$ cat src/rtl/firebird7_in_gate1_tessent_tdr_w19_ctl.sv
// IJTAG test data register for the gate1 19-bit data mux: capture, shift, length-checked update.
// Build option FIREBIRD7_TDR_CAPTURE_EN: capture observes functional_data_in instead of reading back ur.
module firebird7_in_gate1_tessent_tdr_w19_ctl #(
  parameter int DATA_W = 19,
  parameter int CNT_W  = 6
) (
  input  logic              ijtag_tck,
  input  logic              ijtag_reset,
  input  logic              ijtag_sel,
  input  logic              ijtag_ce,
  input  logic              ijtag_se,
  input  logic              ijtag_ue,
  input  logic              ijtag_si,
  output logic              ijtag_so,
  input  logic [DATA_W-1:0] functional_data_in,
  output logic [DATA_W-1:0] ijtag_data_out,
  output logic              ijtag_select_out,
  output logic              length_err
);

  localparam int SR_W = DATA_W + 1;

  typedef enum logic [1:0] {
    OP_HOLD,
    OP_CAPTURE,
    OP_SHIFT,
    OP_UPDATE
  } op_e;

  logic [SR_W-1:0]  r_sr;
  logic [SR_W-1:0]  r_ur;
  logic [CNT_W-1:0] r_cnt;
  logic             r_err;

  op_e              w_op;
  logic [SR_W-1:0]  w_capture;
  logic             w_len_ok;
  logic [SR_W-1:0]  w_sr_nxt;
  logic [SR_W-1:0]  w_ur_nxt;
  logic [CNT_W-1:0] w_cnt_nxt;
  logic             w_err_nxt;

`ifdef FIREBIRD7_TDR_CAPTURE_EN
  assign w_capture = {r_ur[DATA_W], functional_data_in};
`else
  logic w_unused_func;
  assign w_capture     = r_ur;
  assign w_unused_func = ^functional_data_in;
`endif

  // A full-length shift leaves exactly one bit per register position.
  assign w_len_ok = (r_cnt == CNT_W'(SR_W));

  always_comb begin
    w_op = OP_HOLD;
    if (ijtag_sel) begin
      if (ijtag_ce)      w_op = OP_CAPTURE;
      else if (ijtag_se) w_op = OP_SHIFT;
      else if (ijtag_ue) w_op = OP_UPDATE;
    end
  end

  // NOTE: every variable gets a default before the case, so no path can leave it unassigned and infer a latch.
  always_comb begin
    w_sr_nxt  = r_sr;
    w_ur_nxt  = r_ur;
    w_cnt_nxt = r_cnt;
    w_err_nxt = r_err;
    unique case (w_op)
      OP_CAPTURE: begin
        w_sr_nxt  = w_capture;
        w_cnt_nxt = '0;
      end
      OP_SHIFT: begin
        w_sr_nxt  = {ijtag_si, r_sr[DATA_W:1]};
        w_cnt_nxt = (&r_cnt) ? r_cnt : r_cnt + 1'b1;
      end
      OP_UPDATE: begin
        if (w_len_ok) w_ur_nxt  = r_sr;
        else          w_err_nxt = 1'b1;
      end
      default: ;
    endcase
  end

  // NOTE: state registers use non-blocking assignments so every register samples pre-edge values.
  always_ff @(posedge ijtag_tck) begin
    if (ijtag_reset) begin
      r_sr  <= '0;
      r_ur  <= '0;
      r_cnt <= '0;
      r_err <= 1'b0;
    end else begin
      r_sr  <= w_sr_nxt;
      r_ur  <= w_ur_nxt;
      r_cnt <= w_cnt_nxt;
      r_err <= w_err_nxt;
    end
  end

  assign ijtag_so         = r_sr[0];
  assign ijtag_data_out   = r_ur[DATA_W-1:0];
  assign ijtag_select_out = r_ur[DATA_W];
  assign length_err       = r_err;

endmodule

$ cat config.mk
export PLATFORM = sky130hd
export DESIGN_NAME = firebird7_in_gate1_tessent_tdr_w19_ctl
export DESIGN_NICKNAME = d
export VERILOG_FILES = /design/src/rtl/firebird7_in_gate1_tessent_tdr_w19_ctl.sv
export SDC_FILE = /design/constraint.sdc
export NUM_CORES = 1
export LEC_CHECK = 0
export BUFFER_PORTS_ARGS = -buffer_cell sky130_fd_sc_hd__buf_2
export CORE_ASPECT_RATIO = 0.9
export CORE_MARGIN = 1.5
export CORE_UTILIZATION = 35
export DETAILED_ROUTE_END_ITERATION = 8
export HOLD_SLACK_MARGIN = 0.12
export PLACE_DENSITY = 0.61
export SLEW_MARGIN = 10
export SYNTH_ARGS = -nofsm -noshare
export SYNTH_HDL_FRONTEND = slang
export SYNTH_SLANG_ARGS = --single-unit
$ cat constraint.sdc
create_clock -name ijtag_tck -period 1.8 [get_ports ijtag_tck]
set_clock_uncertainty 0.2 [all_clocks]
set_input_delay 0.36 -clock ijtag_tck [delete_from_list [all_inputs] [get_ports ijtag_tck]]
set_output_delay 0.36 -clock ijtag_tck [all_outputs]
set_load 0.03 [all_outputs]
Word level (Yosys, flattened, before mapping)
Cells that the tools add are included.
Widths: inputs -> output; s select.
{"block": "totals", "output_inout_bits": 22, "register_bits": 47}
{"block": "op_classes", "reduce_logical": 5, "n_eq_ne": 5, "bitwise": 1, "muxes": 7, "n_addsub": 1}
{"op": "$pmux 20 s2", "count": 1}
{"op": "$pmux 6 s2", "count": 1}
{"op": "$mux 2", "count": 4}
{"op": "$add 6x1->6 const B", "count": 1}
{"op": "$eq 6x5->1 const B", "count": 1}
{"op": "$mux 6", "count": 1}
{"op": "$reduce_and 2->1", "count": 3}
{"op": "$reduce_and 6->1", "count": 1}
{"op": "$eq 2x2->1 const B", "count": 2}
{"op": "$eq 2x1->1 const B", "count": 1}
{"op": "$ne 2x2->1 const B", "count": 1}
{"op": "$reduce_bool 2->1", "count": 1}
{"op": "$not 1->1", "count": 1}

Logic depth before layout (Yosys ltp)
Gate-level depths: netlist (run 1).
{"block": "logic_depth", "depth_word": 7, "mapped_depth": 8, "ltp_nobuf": 7}

Least setup slack after synthesis (run 1)
OpenSTA, ideal clock, no wires.
{"block": "synth_timing", "path_type": "input port to flip-flop", "from": "in ijtag_ue", "to": "reg r_sr[16]", "path_slack_ns": -0.198, "t_arrival_ns": 1.670, "stages": 8, "n_path_buf": 2, "path_cell_list": "nor2b_1 o21ai_0 ha_1 buf_4 buf_2 mux2_2 mux2i_1 nor2_1"}
{"block": "synth_via", "elab_chain_cells": 6}
{"item": "start, declared", "line_no": "12", "text": "input logic ijtag_ue,"}
{"item": "$mux 2 *", "line_no": "59", "text": "else if (ijtag_ue) w_op = OP_UPDATE;"}
{"item": "$mux 2 *", "line_no": "58", "text": "else if (ijtag_se) w_op = OP_SHIFT;"}
{"item": "$mux 2 *", "line_no": "57", "text": "if (ijtag_ce) w_op = OP_CAPTURE;"}
{"item": "$mux 2 *", "line_no": "56", "text": "if (ijtag_sel) begin"}
{"item": "$eq 2x2->1 or $eq 2x1->1 (tied branches)", "line_no": "69", "text": "unique case (w_op)"}
{"item": "$pmux 20 s2 or $reduce_bool 2->1 (tied branches)"}
{"item": "end signal, assigned", "line_no": "94", "text": "r_sr <= w_sr_nxt;"}
{"item": "end, declared", "line_no": "30", "text": "logic [SR_W-1:0] r_sr;"}
Every way passes the cells marked *; elsewhere a longest branch is shown, timed or not.
A chain may end at the register's enable or synchronous reset.

Worst setup path in the final report (run 1)
{"block": "layout_timing", "from": "reg r_cnt[0]", "to": "reg r_ur[3]"}
{"block": "layout_via", "elab_chain_cells": 2}
{"item": "start, declared", "line_no": "32", "text": "logic [CNT_W-1:0] r_cnt;"}
{"item": "start signal, assigned", "line_no": "96", "text": "r_cnt <= w_cnt_nxt;"}
{"item": "$eq 6x5->1", "line_no": "52", "text": "assign w_len_ok = (r_cnt == CNT_W'(SR_W));"}
{"item": "$reduce_and 2->1 (no source line)"}
{"item": "end signal, assigned", "line_no": "95", "text": "r_ur <= w_ur_nxt;"}
{"item": "end, declared", "line_no": "31", "text": "logic [SR_W-1:0] r_ur;"}
Every way passes these cells.

==> reports/results.ini, run 1 <==
[sta]
hold_viol_final=0
worstMarginPinSlew_ps=350
slew_violations=0
fmax_ghz=0.577
post-route-period-util_pct=96.3
setup_viol=0
slew_headroom_pct=76.4
period_needed_ps=1730

[detailed_routing]
ant_nets=0
remaining_drc_errors=0
routed_wl_um=4460
wl_per_cell_um=12.4
route.met3.wl_um=163
m1WireLength_um=2170
dr_wl_met2_um=2100
routed_via_density=4.67
vias=1675
first_iter_violations=69
drt_first_pass_iters=4
maxUsedRoutingLayer=met4

[setup_path]
crit_fanout=10
critPathKind=register to register
critPathLaunchType=register
worstSetupEndpointType=register
cp.arrival_ps=1760
worstPathRequired_ps=1830

[power_and_ir_drop]
irDropWorstVdd_mv=0.403
power_density_nw_per_um2=738
p_leak_nw=1.15

[worst_hold_path]
hold_class=primary input to register

[synthesis]
synth_nets=266
yosysWarnings=0
synth_cells=235
yosysSeqAreaShare_pct=42.1
synth_cell_types=34
ys_seq_elements=47
postSynthAreaPerCell_sq_um=9.52
netlist_area_sq_um=2240

[global_route]
grt_pass1_wl_um=7350
antenna_found_initial=0
grt_pass1_vias=1574
grtUsageTotal_pct=13.5
grt_max_degree=21
grt-ovfl-total=0

[floorplanning]
io_pins=48
die_h_um=78.8
die_area_sq_um=6880
placementRows=27
core-area_sq_um=6150
initial_utilization_pct=36.4
die_x_um=87.3

[place]
post-dp-hpwl_um=2950
dp.cells=349
place.port_buffers=28
finalWeightedCongestion=0.821
dpl_cell_area_sq_um=2550

[clock_network]
clkSinkCount=47
htreeDepth=2
cts_tree=yes
cts_root_buffer=clkbuf_8
cts_buffer_depth=2
cts_made_buffers=5
hold_buffers=0
cts.reportedPaths.clkPinSlew_ps=80
clkLatencyLatePin_ps=300

[final_layout]
drive_gt1_share_pct=31.3
design_area_sq_um=2720
fin_cells=359
nNetsFinal=302
syn_to_final_growth_pct=21.7
antenna_cells=0

[job]
cap_violations=0

[outcome]
status=complete, no violations

## cell type report
class,instances,area [sq um]
repair buffers,44,315
flip-flops and latches,47,943
well taps,87,109
multi-input cells,162,1200
fillers,623,3430
inverters,11,41.3
clock buffers,6,82.6
clock inverters,2,35.0
## layer usage
layer,vias to the layer above,global-route usage [%]
li1,873,-
met1,768,18.1
met2,29,21.5
met3,5,3.33
met4,0,3.81
met5,-,0
## Yosys cell counts
library cell   n  share of area [%]
a211oi_1       2               0.67
a21oi_1        1               0.22
a311oi_1       1               0.39
a31oi_1        2               0.56
a32oi_1        1               0.39
and2_1         1               0.28
and3_1         1               0.28
and3b_2        1               0.45
and4_2         1               0.45
buf_2          4               0.89
buf_4          1               0.34
buf_6          3                1.5
clkbuf_1       7                1.2
dfxtp_1       47                 42
ha_1           5                2.8
inv_1         10                1.7
inv_2          1               0.17
mux2_2        20                 10
mux2i_1       40                 18
nand2_1       42                7.0
nand2b_4       1               0.62
nand3_1        5                1.1
nand4_1        2               0.56
nor2_1        23                3.9
nor2b_1        1               0.28
nor3_1         1               0.22
nor3b_1        1               0.34
nor4_1         1               0.28
nor4_4         1               0.95
o211a_1        1               0.45
o211ai_1       1               0.34
o21ai_0        4               0.89
o31ai_1        1               0.34
or4b_1         1               0.45
## cells in the final DEF, fill, tap and decap left out, drive strengths merged, types with 4 or more instances in the layout
| cell | count |
|---|---|
| dfxtp | 47 |
| buf | 43 |
| nand2 | 42 |
| mux2i | 40 |
| nor2 | 23 |
| mux2 | 20 |
| inv | 11 |
| clkbuf | 7 |
| nand3 | 5 |
| ha | 5 |
| o21ai | 4 |
## cell families (layout without fill, tap and decap cells)
logic type               count (synthesis)  in the layout  synth area share (%)
multiplexers                            60             60                  28.0
AND/OR/NAND/NOR                         83             83                  17.2
AO/OA/AOI/OAI                           14             14                  4.25
flip-flops                              47             47                  42.1
adder cells (fa/ha/maj)                  5              5                  2.80
buffers and inverters                   26             63                  5.76
## worst max-delay path, cell delays in order (launching register included)
cell      delay, ps
dfxtp_2         350
inv_2            70
ha_2            190
nand2b_4         70
nor4_4          230
buf_4           180
buf_12          160
mux2i_1         200
## stage by stage
step	util [%]	total power, mW	hold WS, ps	worst slack, ps	TNS, ps
floorplan	-	1.17	247	-56.3	-726
global placement	41.6	1.23	239	-225	-8780
detailed placement	41.6	1.23	241	-252	-9630
CTS	43.5	2.03	142	64.1	0
global route	44.3	2.09	148	-1.49	-1.53
finish	44.3	2.01	139	66.3	0
## report_power, final
part | internal, mW | switching (mW)
Combinational | 0.0713 | 0.0868
Clock | 0.450 | 0.356
Sequential | 1.04 | 0.00294
Total | 1.56 | 0.445
## repair_timing
item | in CTS | in global routing
setup endpoints to repair | 0 | 33
hold endpoints to repair | 0 | 0
setup buffers | 0 | 1
resized for setup | 0 | 8
## final timing paths
check | from | end | slack [ps] | cells after the start
setup / recovery | r_cnt[0] | r_ur[3] | 70 | 7
hold / removal | ijtag_reset | r_sr[5] | 140 | 2
setup reg to reg | r_cnt[0] | r_ur[3] | 70 | 7
hold reg to reg | length_err | length_err | 240 | 2
## sequential cells by signal (all words and copies together) (netlist names)
signal / flops
r_sr: 20
r_ur: 20
r_cnt: 6
length_err: 1
No activity file was read; power rests on OpenSTA's default activity.
==> run 2, diff against run 1 <==
Settings changed: PLACE_DENSITY 0.61 to 0.59.
Clock period 1.8 ns to 2.05 ns, I/O delays scaled along.
==> reports/results.ini, run 2 (synthesis results as in run 1) <==
[global_route]
busiest_layer=met2
grt_pass1_wl_um=7410  ; +0.84%
grt-ovfl-total=0  ; unchanged
grt_pass1_vias=1599  ; +1.6%
grt_use_met1_pct=17.1  ; -0.98 points
grtUsageTotal_pct=13.6  ; +0.11 points
met3_usage_pct=3.53  ; +0.21 points
antenna_found_initial=0  ; unchanged
grt_util_met2_pct=22.5  ; +1.0 points
grt_max_degree=31  ; +48%

[sta]
hold_viol_final=0  ; unchanged
post-route-period-util_pct=90.0
rsz0062_at_grt=false
finalWorstSetupSlack_ps=206  ; +139 ps
fmax_ghz=0.542
worstMarginPinSlew_ps=391  ; +41.1 ps
slew_violations=0  ; unchanged
setup_viol=0  ; unchanged
slew_headroom_pct=73.6  ; -2.8 points
period_needed_ps=1840

[floorplanning]
die_x_um=87.3  ; unchanged
placementRows=27  ; unchanged
core-area_sq_um=6150  ; unchanged
io_pins=48  ; unchanged
die_h_um=78.8  ; unchanged
die_area_sq_um=6880  ; unchanged
initial_utilization_pct=36.4  ; unchanged

[final_layout]
fin_cells=353  ; -1.7%
antenna_cells=0  ; unchanged
largestRegisters=r_sr: 20 flops, r_ur: 20 flops, r_cnt: 6 flops
drive_gt1_share_pct=25.9  ; -5.3 points
syn_to_final_growth_pct=15.9
final_common_cell=dfxtp_1
final_cell_mix=47 x dfxtp_1, 42 x nand2_1, 40 x mux2i_1
nNetsFinal=296  ; -2.0%

[clock_network]
post-cts-setup-buffers=0  ; unchanged
cts_tree=yes
cts_made_buffers=5  ; unchanged
cts_buffer_depth=2  ; unchanged
clkSinkCount=47  ; unchanged
clkLatencyLatePin_ps=300  ; about the same
ctsResizeCount=0  ; unchanged
hold_buffers=0  ; unchanged
htreeDepth=2  ; unchanged
cts.reportedPaths.clkPinSlew_ps=80  ; about the same
cts_root_buffer=clkbuf_8

[worst_hold_path]
hold_class=primary input to register
whs_path_depth=2  ; unchanged
hold_start=ijtag_reset
holdPathEnd=r_sr[10]

[setup_path]
critPathKind=primary input to register
worstSetupEndpointType=register
r2r_slack_ps=350  ; +280 ps
cp.arrival_ps=1850  ; +90 ps
r2r_cells=6  ; -1
r2r_end=r_ur[10]
crit_fanout=26  ; +16
critPathLaunchType=primary input
r2r_start=r_cnt[0]
worstPathRequired_ps=2060  ; +230 ps

[detailed_routing]
routed_via_density=4.72  ; +1.1%
wl_per_cell_um=12.2  ; -2.1%
drt_first_pass_iters=4  ; unchanged
remaining_drc_errors=0  ; unchanged
vias=1665  ; -0.60%
first_iter_violations=79  ; +14%
routed_wl_um=4300  ; -3.7%
ant_nets=0  ; unchanged

[job]
cap_violations=0  ; unchanged

[power_and_ir_drop]
p_leak_nw=1.09  ; -5.1%
p_comb_share_pct=8.2  ; +0.3 points
irDropWorstVdd_mv=0.214  ; -47%
p_int_mw=1.21  ; -23%
power_density_nw_per_um2=611  ; -17%
netSwitchingPower_mw=0.374  ; -16%
power_frac_clock_pct=34.0  ; -6.1 points
power_frac_seq_pct=57.9  ; +5.9 points
netSwitchingFraction_pct=23.6  ; +1.5 points

[outcome]
status=complete, no violations

[place]
finalWeightedCongestion=0.808  ; -1.6%
place_ws_ps=-120  ; +132 ps
post-dp-hpwl_um=2860  ; -3.2%
dp.cells=345  ; -1.1%
place.port_buffers=28  ; unchanged

run 2: cell types whose count changed in the layout (fill, tap and decap cells not counted), moves of 2 or more:
cell,delta
buf_4,-5
clkbuf_1,+2
dfxtp_1,+2
dfxtp_2,-2
ha_1,+2
ha_2,-2
mux2_2,+3
mux2_4,-3
o21ai_0,+2
run 2: through the flow:
step | util (%) | total power [mW] | hold slack (ps) | instance area, sq um | setup TNS, ps
global route | 42.2 | 1.66 | 249 | 2590 | 0
CTS | 42.2 | 1.61 | 243 | 2590 | 0
global placement | 40.8 | 1.07 | 236 | 2510 | -2900
detailed placement | 40.8 | 1.07 | 242 | 2510 | -3820
floorplan | - | 1.03 | 247 | 2240 | 0
finish | 42.2 | 1.58 | 248 | 2590 | 0
run 2: layout make-up:
class,instances,area (sq um)
clock buffer,7,76.3
clock inverter,1,5.00
fill,644,3560
inverter,11,41.3
multi-input combinational,162,1170
sequential,47,941
tap,87,109
timing repair buffer,38,253
run 2: power by group through the flow:
stage          combinational, mW  sequential [mW]  clock, mW
6_report                   0.129            0.917      0.538
3_3_place_gp               0.130            0.938          0
3_5_place_dp               0.132            0.938          0
2_1_floorplan             0.0885            0.939          0
5_1_grt                    0.141            0.918      0.602
4_1_cts                    0.132            0.917      0.558
run 2: worst max path at each step:
stage,end,startpoint
after global routing,r_cnt[4],ijtag_ue
after CTS,r_cnt[4],ijtag_ue
final,r_cnt[4],ijtag_ue
after global placement,r_cnt[4],ijtag_ue
after detailed placement,r_cnt[4],ijtag_ue
after floorplan,r_sr[16],ijtag_ue
run 2: worst max-delay path, stage by stage:
cell and delay [ps]:
buf_2 100, nor2b_1 120, o21ai_0 210, ha_1 240
buf_12 190, and2_1 230, a31oi_1 100, a311oi_1 240
run 2: metal layers:
metal / share of wire (%) / up-vias
met5: 0 / -
met4: 1.3 / 0
met3: 3.6 / 7
met2: 46 / 23
met1: 49 / 773
li1: - / 862
==> run 3, diff against run 2 <==
Settings changed: BUFFER_PORTS_ARGS -buffer_cell sky130_fd_sc_hd__buf_2 to -buffer_cell sky130_fd_sc_hd__buf_4, PLACE_DENSITY 0.59 to not set.
==> reports/results.ini, run 3 (synthesis results as in run 1) <==
[sta]
period_needed_ps=1790  ; -52.4 ps
fmax_ghz=0.558  ; +2.9%
setup_viol=0  ; unchanged
hold_viol_final=0  ; unchanged
slew_headroom_pct=74.6  ; +0.99 points
worstMarginPinSlew_ps=381  ; -10.6 ps
rsz0062_at_grt=false
post-route-period-util_pct=87.4  ; -2.6 points
final.setup.tns_ps=0  ; unchanged
finalWorstSetupSlack_ps=258  ; +52.4 ps
slew_violations=0  ; unchanged

[worst_hold_path]
hold_class=register to register
hold_start=length_err

[setup_path]
critPathKind=primary input to register
cp_cell_sequence=buf_4 -> nor2b_1 -> o21ai_1 -> ha_1 -> buf_12 -> and2_1 -> a31oi_1 -> a311oi_1
worstPathRequired_ps=2060  ; about the same
r2r_slack_ps=320  ; -30 ps
cp.arrival_ps=1810  ; -40 ps
critPathLaunchType=primary input
path_buf_inv=2  ; unchanged
crit_fanout=26  ; unchanged
r2r_start=r_cnt[0]
crit_slowest_cell=and2_1
worstSetupEndpointType=register
critPathMaxStageDelay_ps=240  ; about the same
cp_top_family=compound AO/OA/AOI/OAI gates
startpoint=ijtag_ue

[detailed_routing]
routed_wl_um=4070  ; -5.2%
dr_wl_met2_um=1840  ; -7.7%
wl_per_cell_um=11.6  ; -4.7%
first_iter_violations=63  ; -20%
drt_first_pass_iters=4  ; unchanged
maxUsedRoutingLayer=met4
remaining_drc_errors=0  ; unchanged
vias=1645  ; -1.2%
route.met3.wl_um=118  ; -24%
ant_nets=0  ; unchanged
routed_via_density=4.69  ; -0.64%
m1WireLength_um=2070  ; -1.3%

[final_layout]
final_cell_mix=47 x dfxtp_1, 42 x nand2_1, 40 x mux2i_1
drive_gt1_share_pct=26.1  ; +0.20 points
antenna_cells=0  ; unchanged
nNetsFinal=294  ; -0.68%
fin_cells=351  ; -0.57%
largestRegisters=r_sr: 20 flops, r_ur: 20 flops, r_cnt: 6 flops
final_common_cell=dfxtp_1
syn_to_final_growth_pct=19.1

[place]
dp.cells=343  ; -0.58%
place_ws_ps=-133  ; -12.7 ps
place.port_buffers=28  ; unchanged
post-dp-hpwl_um=2700  ; -5.4%
finalWeightedCongestion=0.726  ; -10%

[clock_network]
cts.reportedPaths.clkPinSlew_ps=90  ; about the same
cts_root_buffer=clkbuf_8
clkLatencyLatePin_ps=300  ; about the same
cts_made_buffers=5  ; unchanged
clkSinkCount=47  ; unchanged
cts_buffer_depth=2  ; unchanged
htreeDepth=2  ; unchanged
cts_tree=yes

[power_and_ir_drop]
power_density_nw_per_um2=615  ; +0.58%
p_total_mw=1.64  ; +3.4%
irDropWorstVdd_mv=0.295  ; +38%
p_leak_nw=1.09  ; -0.20%

[floorplanning]
core-area_sq_um=6150  ; unchanged
die_area_sq_um=6880  ; unchanged
io_pins=48  ; unchanged
die_h_um=78.8  ; unchanged
die_x_um=87.3  ; unchanged
initial_utilization_pct=36.4  ; unchanged
placementRows=27  ; unchanged

[global_route]
grt_pass1_vias=1561  ; -2.4%
grt_max_degree=41  ; +32%
antenna_found_initial=0  ; unchanged
grtUsageTotal_pct=12.9  ; -0.69 points
grt-ovfl-total=0  ; unchanged
grt_pass1_wl_um=7080  ; -4.5%

[outcome]
status=complete, no violations

[job]
cap_violations=0  ; unchanged

run 3: what timing repair did:
item / in CTS / in global routing
gates resized for setup: 0 / 1
endpoints found under the setup margin: 0 / 1
setup buffers: 0 / 0
hold buffers: 0 / 0
run 3: layer usage:
| layer | vias up | global-route usage, % |
|---|---|---|
| li1 | 851 | - |
| met1 | 770 | 16.9 |
| met2 | 19 | 20.8 |
| met3 | 5 | 2.70 |
| met4 | 0 | 5.24 |
| met5 | - | 0 |
run 3: final cells by class:
cell class	instances	area, sq um
multi-input cells	162	1170
clock inverters	2	16.3
clock buffers	6	82.6
inverters	11	41.3
flip-flops and latches	47	941
well taps	87	109
fillers	641	3480
repair buffers	36	308
run 3: power by group:
part           total (mW)  switching [mW]  internal (mW)
combinational       0.129          0.0724         0.0563
sequential          0.917         0.00239          0.915
clock               0.592           0.317          0.275
run 3: path summary, 6_finish.rpt:
check,depth (start not counted),end
worst max register to register,6,r_ur[0]
worst max-delay path,8,r_cnt[4]
worst min register to register,2,length_err
worst min-delay path,2,length_err
run 3: stage by stage:
stage               hold WS, ps  utilization [%]  instance area [sq um]
floorplan                   247                -                   2240
global placement            238             41.7                   2570
detailed placement          244             41.7                   2570
CTS                         258             43.3                   2670
global route                264             43.3                   2670
finish                      253             43.3                   2670
run 3: worst min-delay path, cell delays in order, from the launching register on:
cell and delay [ps]:
dfxtp_1 320, inv_1 50, a21oi_1 50
